## config.mk

```make
export PLATFORM = sky130hd
export DESIGN_NAME = serial_addsub_flat
export DESIGN_NICKNAME = d
export VERILOG_FILES = /design/src/rtl/serial_addsub_if.sv /design/src/rtl/serial_addsub.sv /design/src/flat_wrapper.sv
export SDC_FILE = /design/constraint.sdc
export NUM_CORES = 1
export LEC_CHECK = 0
export ABC_AREA = 1
export CAP_MARGIN = 20
export CORE_ASPECT_RATIO = 2
export CORE_UTILIZATION = 52
export DETAILED_ROUTE_END_ITERATION = 7
export HOLD_SLACK_MARGIN = 0.06
export PLACE_DENSITY = 0.8
export SYNTH_ARGS = -nofsm -noshare
export SYNTH_HDL_FRONTEND = slang
export SYNTH_SLANG_ARGS = --single-unit
export TNS_END_PERCENT = 5
```

## constraint.sdc

```tcl
create_clock -name clk -period 2.1 [get_ports clk]
set_input_delay 0.315 -clock clk [delete_from_list [all_inputs] [get_ports clk]]
set_output_delay 0.315 -clock clk [all_outputs]
set_load 0.01 [all_outputs]
```

## src/rtl/serial_addsub_if.sv

```systemverilog
// Operand/result handshake bundle for the chunked two's-complement adder/subtractor.
interface serial_addsub_if #(
   parameter int unsigned WIDTH = 16
);
   logic             in_valid;
   logic             in_ready;
   logic [WIDTH-1:0] a;
   logic [WIDTH-1:0] b;
   logic             sub;
   logic             out_valid;
   logic             out_ready;
   logic [WIDTH-1:0] sum;
   logic             cout;
   logic             ovf;
   logic             zero;

   modport master (
      output in_valid, a, b, sub, out_ready,
      input  in_ready, out_valid, sum, cout, ovf, zero
   );

   modport slave (
      input  in_valid, a, b, sub, out_ready,
      output in_ready, out_valid, sum, cout, ovf, zero
   );
endinterface

```

## src/rtl/serial_addsub.sv

```systemverilog
// Multi-cycle two's-complement adder/subtractor: CHUNK bits per clock, carry held between chunks,
// operands and results on valid/ready handshakes with carry/borrow, overflow and zero flags.
module serial_addsub #(
   parameter int unsigned WIDTH = 16,
   parameter int unsigned CHUNK = 4
) (
   input logic            clk,
   input logic            rst_n,
   serial_addsub_if.slave bus
);
   localparam int unsigned NCHUNK = (CHUNK == 0) ? 1 : WIDTH / CHUNK;
   localparam int unsigned IDXW   = (NCHUNK > 1) ? $clog2(NCHUNK) : 1;

   localparam logic [1:0] S_IDLE = 2'd0;
   localparam logic [1:0] S_RUN  = 2'd1;
   localparam logic [1:0] S_DONE = 2'd2;

   generate
      if (WIDTH < 2) begin : g_bad_width
         $error("serial_addsub: WIDTH must be at least 2");
      end
      if (CHUNK == 0 || CHUNK > WIDTH || (WIDTH % CHUNK) != 0) begin : g_bad_chunk
         $error("serial_addsub: CHUNK must divide WIDTH exactly");
      end
   endgenerate

   logic [1:0]       state_q, state_d;
   logic [WIDTH-1:0] a_q, a_d;
   logic [WIDTH-1:0] b_q, b_d;
   logic [WIDTH-1:0] acc_q, acc_d;
   logic [WIDTH-1:0] sum_q, sum_d;
   logic             carry_q, carry_d;
   logic [IDXW-1:0]  idx_q, idx_d;
   logic             cout_q, cout_d;
   logic             ovf_q, ovf_d;
   logic             zero_q, zero_d;
   logic             in_ready_q, in_ready_d;
   logic             out_valid_q, out_valid_d;

   logic [CHUNK:0]   chunk_add;
   logic [WIDTH-1:0] acc_next;
   logic             last_chunk;
   logic             chunk_ovf;

   // Operand registers shift right so the active chunk always sits in the low CHUNK bits;
   // partial sums enter the accumulator from the top.
   assign chunk_add  = (CHUNK+1)'(a_q[CHUNK-1:0]) + (CHUNK+1)'(b_q[CHUNK-1:0]) + (CHUNK+1)'(carry_q);
   assign acc_next   = WIDTH'({chunk_add[CHUNK-1:0], acc_q} >> CHUNK);
   assign last_chunk = (idx_q == IDXW'(NCHUNK - 1));
   assign chunk_ovf  = (a_q[CHUNK-1] == b_q[CHUNK-1]) && (chunk_add[CHUNK-1] != a_q[CHUNK-1]);

   always_ff @(posedge clk or negedge rst_n) begin
      if (!rst_n) begin
         state_q     <= S_IDLE;
         a_q         <= '0;
         b_q         <= '0;
         acc_q       <= '0;
         sum_q       <= '0;
         carry_q     <= 1'b0;
         idx_q       <= '0;
         cout_q      <= 1'b0;
         ovf_q       <= 1'b0;
         zero_q      <= 1'b0;
         in_ready_q  <= 1'b1;
         out_valid_q <= 1'b0;
      end else begin
         state_q     <= state_d;
         a_q         <= a_d;
         b_q         <= b_d;
         acc_q       <= acc_d;
         sum_q       <= sum_d;
         carry_q     <= carry_d;
         idx_q       <= idx_d;
         cout_q      <= cout_d;
         ovf_q       <= ovf_d;
         zero_q      <= zero_d;
         in_ready_q  <= in_ready_d;
         out_valid_q <= out_valid_d;
      end
   end

   always_comb begin
      state_d     = state_q;
      a_d         = a_q;
      b_d         = b_q;
      acc_d       = acc_q;
      sum_d       = sum_q;
      carry_d     = carry_q;
      idx_d       = idx_q;
      cout_d      = cout_q;
      ovf_d       = ovf_q;
      zero_d      = zero_q;
      in_ready_d  = in_ready_q;
      out_valid_d = out_valid_q;

      case (state_q)
         S_IDLE: begin
            if (bus.in_valid) begin
               // Subtraction is A + ~B + 1: invert B now, inject the +1 as the initial carry.
               a_d        = bus.a;
               b_d        = bus.b ^ {WIDTH{bus.sub}};
               carry_d    = bus.sub;
               idx_d      = '0;
               acc_d      = '0;
               in_ready_d = 1'b0;
               state_d    = S_RUN;
            end
         end
         S_RUN: begin
            a_d     = a_q >> CHUNK;
            b_d     = b_q >> CHUNK;
            carry_d = chunk_add[CHUNK];
            acc_d   = acc_next;
            idx_d   = idx_q + IDXW'(1);
            if (last_chunk) begin
               sum_d       = acc_next;
               cout_d      = chunk_add[CHUNK];
               ovf_d       = chunk_ovf;
               zero_d      = ~|acc_next;
               out_valid_d = 1'b1;
               state_d     = S_DONE;
            end
         end
         S_DONE: begin
            if (bus.out_ready) begin
               out_valid_d = 1'b0;
               in_ready_d  = 1'b1;
               state_d     = S_IDLE;
            end
         end
         default: begin
            out_valid_d = 1'b0;
            in_ready_d  = 1'b1;
            state_d     = S_IDLE;
         end
      endcase
   end

   assign bus.in_ready  = in_ready_q;
   assign bus.out_valid = out_valid_q;
   assign bus.sum       = sum_q;
   assign bus.cout      = cout_q;
   assign bus.ovf       = ovf_q;
   assign bus.zero      = zero_q;
endmodule
```

## src/flat_wrapper.sv

```systemverilog
// flat-port wrapper written by rule: the top's interface ports become plain ports
module serial_addsub_flat 
#(
   parameter int unsigned WIDTH = 16,
   parameter int unsigned CHUNK = 4
)
  (clk, rst_n, bus_in_valid, bus_a, bus_b, bus_sub, bus_out_ready, bus_in_ready, bus_out_valid, bus_sum, bus_cout, bus_ovf, bus_zero);
  serial_addsub_if #(.WIDTH(WIDTH)) bus_i ();
  input logic clk;
  input logic rst_n;
  input wire logic [$bits(bus_i.in_valid)-1:0] bus_in_valid;
  input wire logic [$bits(bus_i.a)-1:0] bus_a;
  input wire logic [$bits(bus_i.b)-1:0] bus_b;
  input wire logic [$bits(bus_i.sub)-1:0] bus_sub;
  input wire logic [$bits(bus_i.out_ready)-1:0] bus_out_ready;
  output wire logic [$bits(bus_i.in_ready)-1:0] bus_in_ready;
  output wire logic [$bits(bus_i.out_valid)-1:0] bus_out_valid;
  output wire logic [$bits(bus_i.sum)-1:0] bus_sum;
  output wire logic [$bits(bus_i.cout)-1:0] bus_cout;
  output wire logic [$bits(bus_i.ovf)-1:0] bus_ovf;
  output wire logic [$bits(bus_i.zero)-1:0] bus_zero;
  assign bus_i.in_valid = bus_in_valid;
  assign bus_i.a = bus_a;
  assign bus_i.b = bus_b;
  assign bus_i.sub = bus_sub;
  assign bus_i.out_ready = bus_out_ready;
  assign bus_in_ready = bus_i.in_ready;
  assign bus_out_valid = bus_i.out_valid;
  assign bus_sum = bus_i.sum;
  assign bus_cout = bus_i.cout;
  assign bus_ovf = bus_i.ovf;
  assign bus_zero = bus_i.zero;
  serial_addsub #(.WIDTH(WIDTH), .CHUNK(CHUNK)) u_core (.clk(clk), .rst_n(rst_n), .bus(bus_i));
endmodule
```

==> reports/results.ini, run 1 <==
[run_status]
status = finished, violations left
violations = DRC

[timing]
setup_violations = 0
setup_tns_ns = 0
fin_worst_skew_ns = 0.003934
rsz0062_at_grt = no
fin_crit_sh_pct = 89.30
worstMarginPinSlew_ns = 0.4501
max-slew-margin-rel_pct = 69.99
finalHoldViolCount = 0
min_period_ns = 1.875
maxSlewViolCount = 0
fmax_mhz = 533.2

[die]
std_cell_rows = 40
die_h_um = 114.1
die_x_um = 58.03
die_area_um2 = 6618
core_um2 = 6006
start_util_pct = 54.35
ios = 58

[global_route]
grt_pass1_vias = 2344
grt_max_degree = 54
overflow = 0
grt_antenna_before_repair = 0
grt_pass1_wl_um = 10910
track_usage_pct = 22.11

[route]
vias = 2456
drtPass1Iterations = 6
viasPerCell = 5.362
drt-total-wl_um = 6534
antenna_left = 0
drt_iter0_drc = 186
post_drt_wl_per_cell_um = 14.27
drc = 5

[clocking]
cts_setup_buffers = 0
cts-root-buf = clkbuf_16
numCtsBuffers = 9
clk_pin_slew_worst_paths_ns = 0.05
cts_tree = built
clk_path_buf_depth = 2
clock-sinks = 70
cts_htree_levels = 3
clkLatencyLatePin_ns = 0.33

[finish]
fin_util_pct = 68.48
fin_nets = 433
final-seq-area_um2 = 1753
final_cell_mix = 98 x nand2_1, 69 x dfrtp_1, 56 x clkdlybuf4s50_1, 20 x nand3_1, 19 x inv_1
diodes = 0
final_layout_size_suffix_gt1_share_pct = 13.67
fill_cells = 481
synthToLayoutAreaGrowth_pct = 25.99
final_common_cell = nand2_1
multi_input_area_um2 = 1276

[logic_synthesis]
synthTopCellsByArea = dfrtp_1 53%, nand2_1 11%, o211ai_2 4.2%, xnor2_1 4.0%, nand3_1 3.1%
ys_warn_count = 0
netlist_area_um2 = 3264
synth_fp_nets = 375
synth_top_cell_area_share_pct = 52.89
synth-seq-cells = 70
yosys.area.top_type = dfrtp_1
synthCells = 332
ys_seq_area_share_pct = 53.70
avgSynthCellArea_um2 = 9.832
ys_types = 30

[worst_setup_path]
cp_slowest_cell = fa_1
start_kind = flip-flop
worstRegToRegCells = 6
cp_common_cell = fa_1
crit_path_cell_trace = fa_1 > fa_1 > a21oi_1 > o21bai_1 > nand2_1 > nand3_1
max_stage_delay_ns = 0.49
critPathCaptureType = flip-flop
cp.required_ns = 2.31
worst-setup-path-type = reg2reg
critPathMaxFanout = 3
cp.arrival_ns = 2.09

[hold_path]
holdCritPathClass = in2async

[placed_design]
dp_hpwl_um = 4521
routabilityCongestion = 0.8420
buffer_ports.inserted = 57

[power]
ir_drop_mv = 0.7217
leakagePower_nw = 1.935
power_density_nw_per_um2 = 1491

[flow_run]
maxCapViolCount = 0

-- registers in the layout (all words and copies together), names as in the netlist --
register / count
u_core.a_q: 16
u_core.b_q: 16
u_core.bus.sum: 16
u_core.acc_q: 12
u_core.idx_q: 2
u_core.state_q: 2
u_core.bus.cout: 1
u_core.bus.in_ready: 1
u_core.bus.out_valid: 1
u_core.bus.ovf: 1
u_core.bus.zero: 1
u_core.carry_q: 1
-- metrics by stage --
stage	total power, mW	worst slack (ns)	std cells	hold slack [ns]	instance area (µm²)
after detailed placement	4.714	0.2583	441	0.2887	3816
after CTS	6.165	0.2419	458	0.4766	4113
after global routing	6.519	0.1310	458	0.4892	4113
final	6.130	0.2247	458	0.4634	4113
after floorplan	4.009	0.3712	332	0.01941	3264
after global placement	4.602	0.3141	441	0.2766	3816
-- cells by family after synthesis --
| kind of cell | count (synthesis) | share of synthesized area [%] |
|---|---|---|
| xor gates and xnor gates | 17 | 4.561 |
| DFF | 70 | 53.70 |
| and+or+nand+nor | 146 | 19.82 |
| AOI/OAI and AO/OA | 54 | 11.96 |
| adders and majority gates | 6 | 2.760 |
| buffers and inverters | 39 | 7.206 |
-- path summary, 6_finish.rpt --
check | start | endpoint | slack [ns]
min in group clk | u_core.bus.in_ready | u_core.bus.in_ready | 0.47
worst max-delay path | u_core.carry_q | u_core.carry_q | 0.22
max in group asynchronous | rst_n | u_core.a_q[5] | 1.03
worst min-delay path | rst_n | u_core.b_q[5] | 0.46
worst min register to register | u_core.bus.in_ready | u_core.bus.in_ready | 0.47
worst max register to register | u_core.carry_q | u_core.carry_q | 0.22
-- cell type report --
type / count / area share [%]
flip-flops and latches: 70 / 42.62
multi-input cells: 223 / 31.03
repair buffers: 62 / 15.03
clock buffers: 12 / 6.480
inverters: 24 / 2.434
well taps: 63 / 1.917
clock inverters: 4 / 0.4868
-- synth_stat cells --
library cell  count
xnor2_1          15
a22oi_1           2
a22o_1            4
inv_1            19
nand2_2          11
inv_2             2
buf_4             3
nand2_1          98
o211ai_2         11
nand3_1          20
xor2_1            2
o21ai_1          10
nor2_1           12
inv_6             1
o21ai_0          12
inv_4             2
nand2_4           2
clkbuf_4          1
dfrtp_1          69
o21bai_1          1
o22ai_1          10
o211ai_1          1
a21oi_1           3
dfstp_2           1
fa_1              2
nor2_4            2
buf_6             8
nand2_8           1
buf_2             3
ha_1              4
-- timing repair --
item	in CTS	in global routing
hold buffers	1	0
endpoints found under the setup margin	0	0
endpoints found under the hold margin	16	0
resized for setup	0	0
-- report_power, final --
group / internal, mW / switching [mW] / leakage, nW / total, mW
registers: 1.91 / 0.331 / 0.910 / 2.24
logic: 1.04 / 1.44 / 0.877 / 2.47
clock network: 0.886 / 0.536 / 0.148 / 1.42
total: 3.83 / 2.30 / 1.94 / 6.13
-- worst max-delay path, delay by kind of cell (launching register included) --
family / cells / cell delay [ns]
and+or+nand+nor: 2 / 0.15
AOI/OAI and AO/OA: 2 / 0.31
DFF: 1 / 0.40
adders and majority gates: 2 / 0.91
-- metal layers --
layer  track usage [%]  share of wire, %  vias up
met5                 0                 0        -
met4             11.43               2.5        0
met3             4.520               3.5       14
met2             38.01                56       65
met1             25.30                38     1179
li1                  -                 -     1198
Power figures use the tool's default switching activity.
==> run 2: changes to the inputs <==
PLACE_DENSITY = 0.78   (was 0.8)
==> reports/results.ini, run 2 (synthesis gave the netlist of run 1 again) <==
[run_status]
status = finished, violations left
violations = DRC

[power]
p_int_mw = 3.888
power_density_nw_per_um2 = 1497
p_switching_mw = 2.281
p_seq_share_pct = 36.4
comb_power_share_pct = 40.2
leakagePower_nw = 1.934
ir_drop_mv = 1.097
swShare_pct = 36.98
power_frac_clock_pct = 23.4

[placed_design]
dp_hpwl_um = 4575
routabilityCongestion = 0.9333
buffer_ports.inserted = 57

[timing]
setup_violations = 0
min_period_ns = 1.825
fmax_mhz = 547.9
fin_crit_sh_pct = 86.91
finalHoldViolCount = 0
rsz0062_at_grt = no
maxSlewViolCount = 0
worstMarginPinSlew_ns = 0.4537
fin_worst_skew_ns = 0.003201
hold_ws_ns = 0.4732
setup_tns_ns = 0
max-slew-margin-rel_pct = 69.75

[clocking]
cts_setup_buffers = 0
numCtsBuffers = 9
clkLatencyLatePin_ns = 0.33
ctsResizeCount = 0
cts_htree_levels = 3
cts_hold_buf = 1
clk_path_buf_depth = 2
cts_tree = built
cts-root-buf = clkbuf_16
clk_pin_slew_worst_paths_ns = 0.05
clock-sinks = 70

[route]
drc = 6
antenna_left = 0
drt_iter0_drc = 169
drtPass1Iterations = 8
drt-total-wl_um = 6610
post_drt_wl_per_cell_um = 14.50
vias = 2464
viasPerCell = 5.404

[die]
die_h_um = 114.1
die_x_um = 58.03
start_util_pct = 54.35
std_cell_rows = 40
die_area_um2 = 6618
core_um2 = 6006
ios = 58

[finish]
synthToLayoutAreaGrowth_pct = 26.22
fin_nets = 433
final_common_cell = nand2_1
fill_cells = 469
final_cell_mix = 98 x nand2_1, 69 x dfrtp_1, 56 x clkdlybuf4s50_1, 20 x nand3_1, 19 x inv_1
diodes = 0
final_layout_size_suffix_gt1_share_pct = 13.23

[worst_setup_path]
start_kind = flip-flop
critPathCaptureType = flip-flop
max_stage_delay_ns = 0.49
crit_path_cell_trace = fa_1 > fa_1 > nor2_1 > nand3_1 > nor2_1 > nand3_1 > nand2_1
cp.required_ns = 2.37
critPathMaxFanout = 3
worst-setup-path-type = reg2reg
cp.arrival_ns = 2.09
cp_slowest_cell = fa_1

[global_route]
grt_antenna_before_repair = 0
grt_pass1_vias = 2518
overflow = 0
track_usage_pct = 23.59
grt_max_degree = 53
grt_pass1_wl_um = 11540

[hold_path]
holdCritPathClass = in2async

[flow_run]
maxCapViolCount = 0

run 2: layout make-up:
type                    count  area, µm²  share of cell area [%]
repair buffers             62      618.1                   15.00
clock buffers              14      294.0                   7.136
flip-flops and latches     70       1753                   42.54
inverters                  24      100.1                   2.429
multi-input cells         223       1276                   30.97
well taps                  63      78.83                   1.913
run 2: final timing paths:
kind | start | endpoint | slack (ns) | depth (start not counted)
min in group clk | u_core.bus.sum[1] | u_core.bus.sum[1] | 0.48 | 2
max in group asynchronous | rst_n | u_core.acc_q[5] | 1.00 | 3
max reg2reg | u_core.carry_q | u_core.bus.zero | 0.27 | 7
min | rst_n | u_core.bus.out_valid | 0.47 | 2
min reg2reg | u_core.bus.sum[1] | u_core.bus.sum[1] | 0.48 | 2
max | u_core.carry_q | u_core.bus.zero | 0.27 | 7
run 2: per-stage QoR:
step / worst slack, ns / total power, mW / instance area [µm²] / instances / utilization [%]
2_1_floorplan: 0.3712 / 4.009 / 3264 / 332 / -
3_3_place_gp: 0.3096 / 4.606 / 3816 / 441 / 63.54
3_5_place_dp: 0.2844 / 4.722 / 3816 / 441 / 63.54
4_1_cts: 0.2732 / 6.208 / 4120 / 456 / 68.60
5_1_grt: 0.1377 / 6.622 / 4120 / 456 / 68.60
6_report: 0.2750 / 6.169 / 4120 / 456 / 68.60
run 2: worst max-delay path: cells and delay by family (launching register included):
kind,cells,cell delay [ns]
flip-flops,1,0.40
AND/OR/NAND/NOR,5,0.40
adder cells (fa/ha/maj),2,0.97
run 2: per-layer routing:
layer  routed length, µm  vias up  global-route usage, %
met2                3673       62                  40.84
li1                    -     1190                      -
met3                 206       17                  5.989
met5                   0        -                      0
met4                 274        0                  13.49
met1                2456     1195                  25.29
run 2: power by group through the flow:
stage	clock [mW]	combinational, mW	sequential [mW]
after floorplan	0	1.74	2.27
after global placement	0	2.37	2.23
after detailed placement	0	2.46	2.26
after CTS	1.47	2.50	2.24
after global routing	1.53	2.79	2.30
final	1.44	2.48	2.25
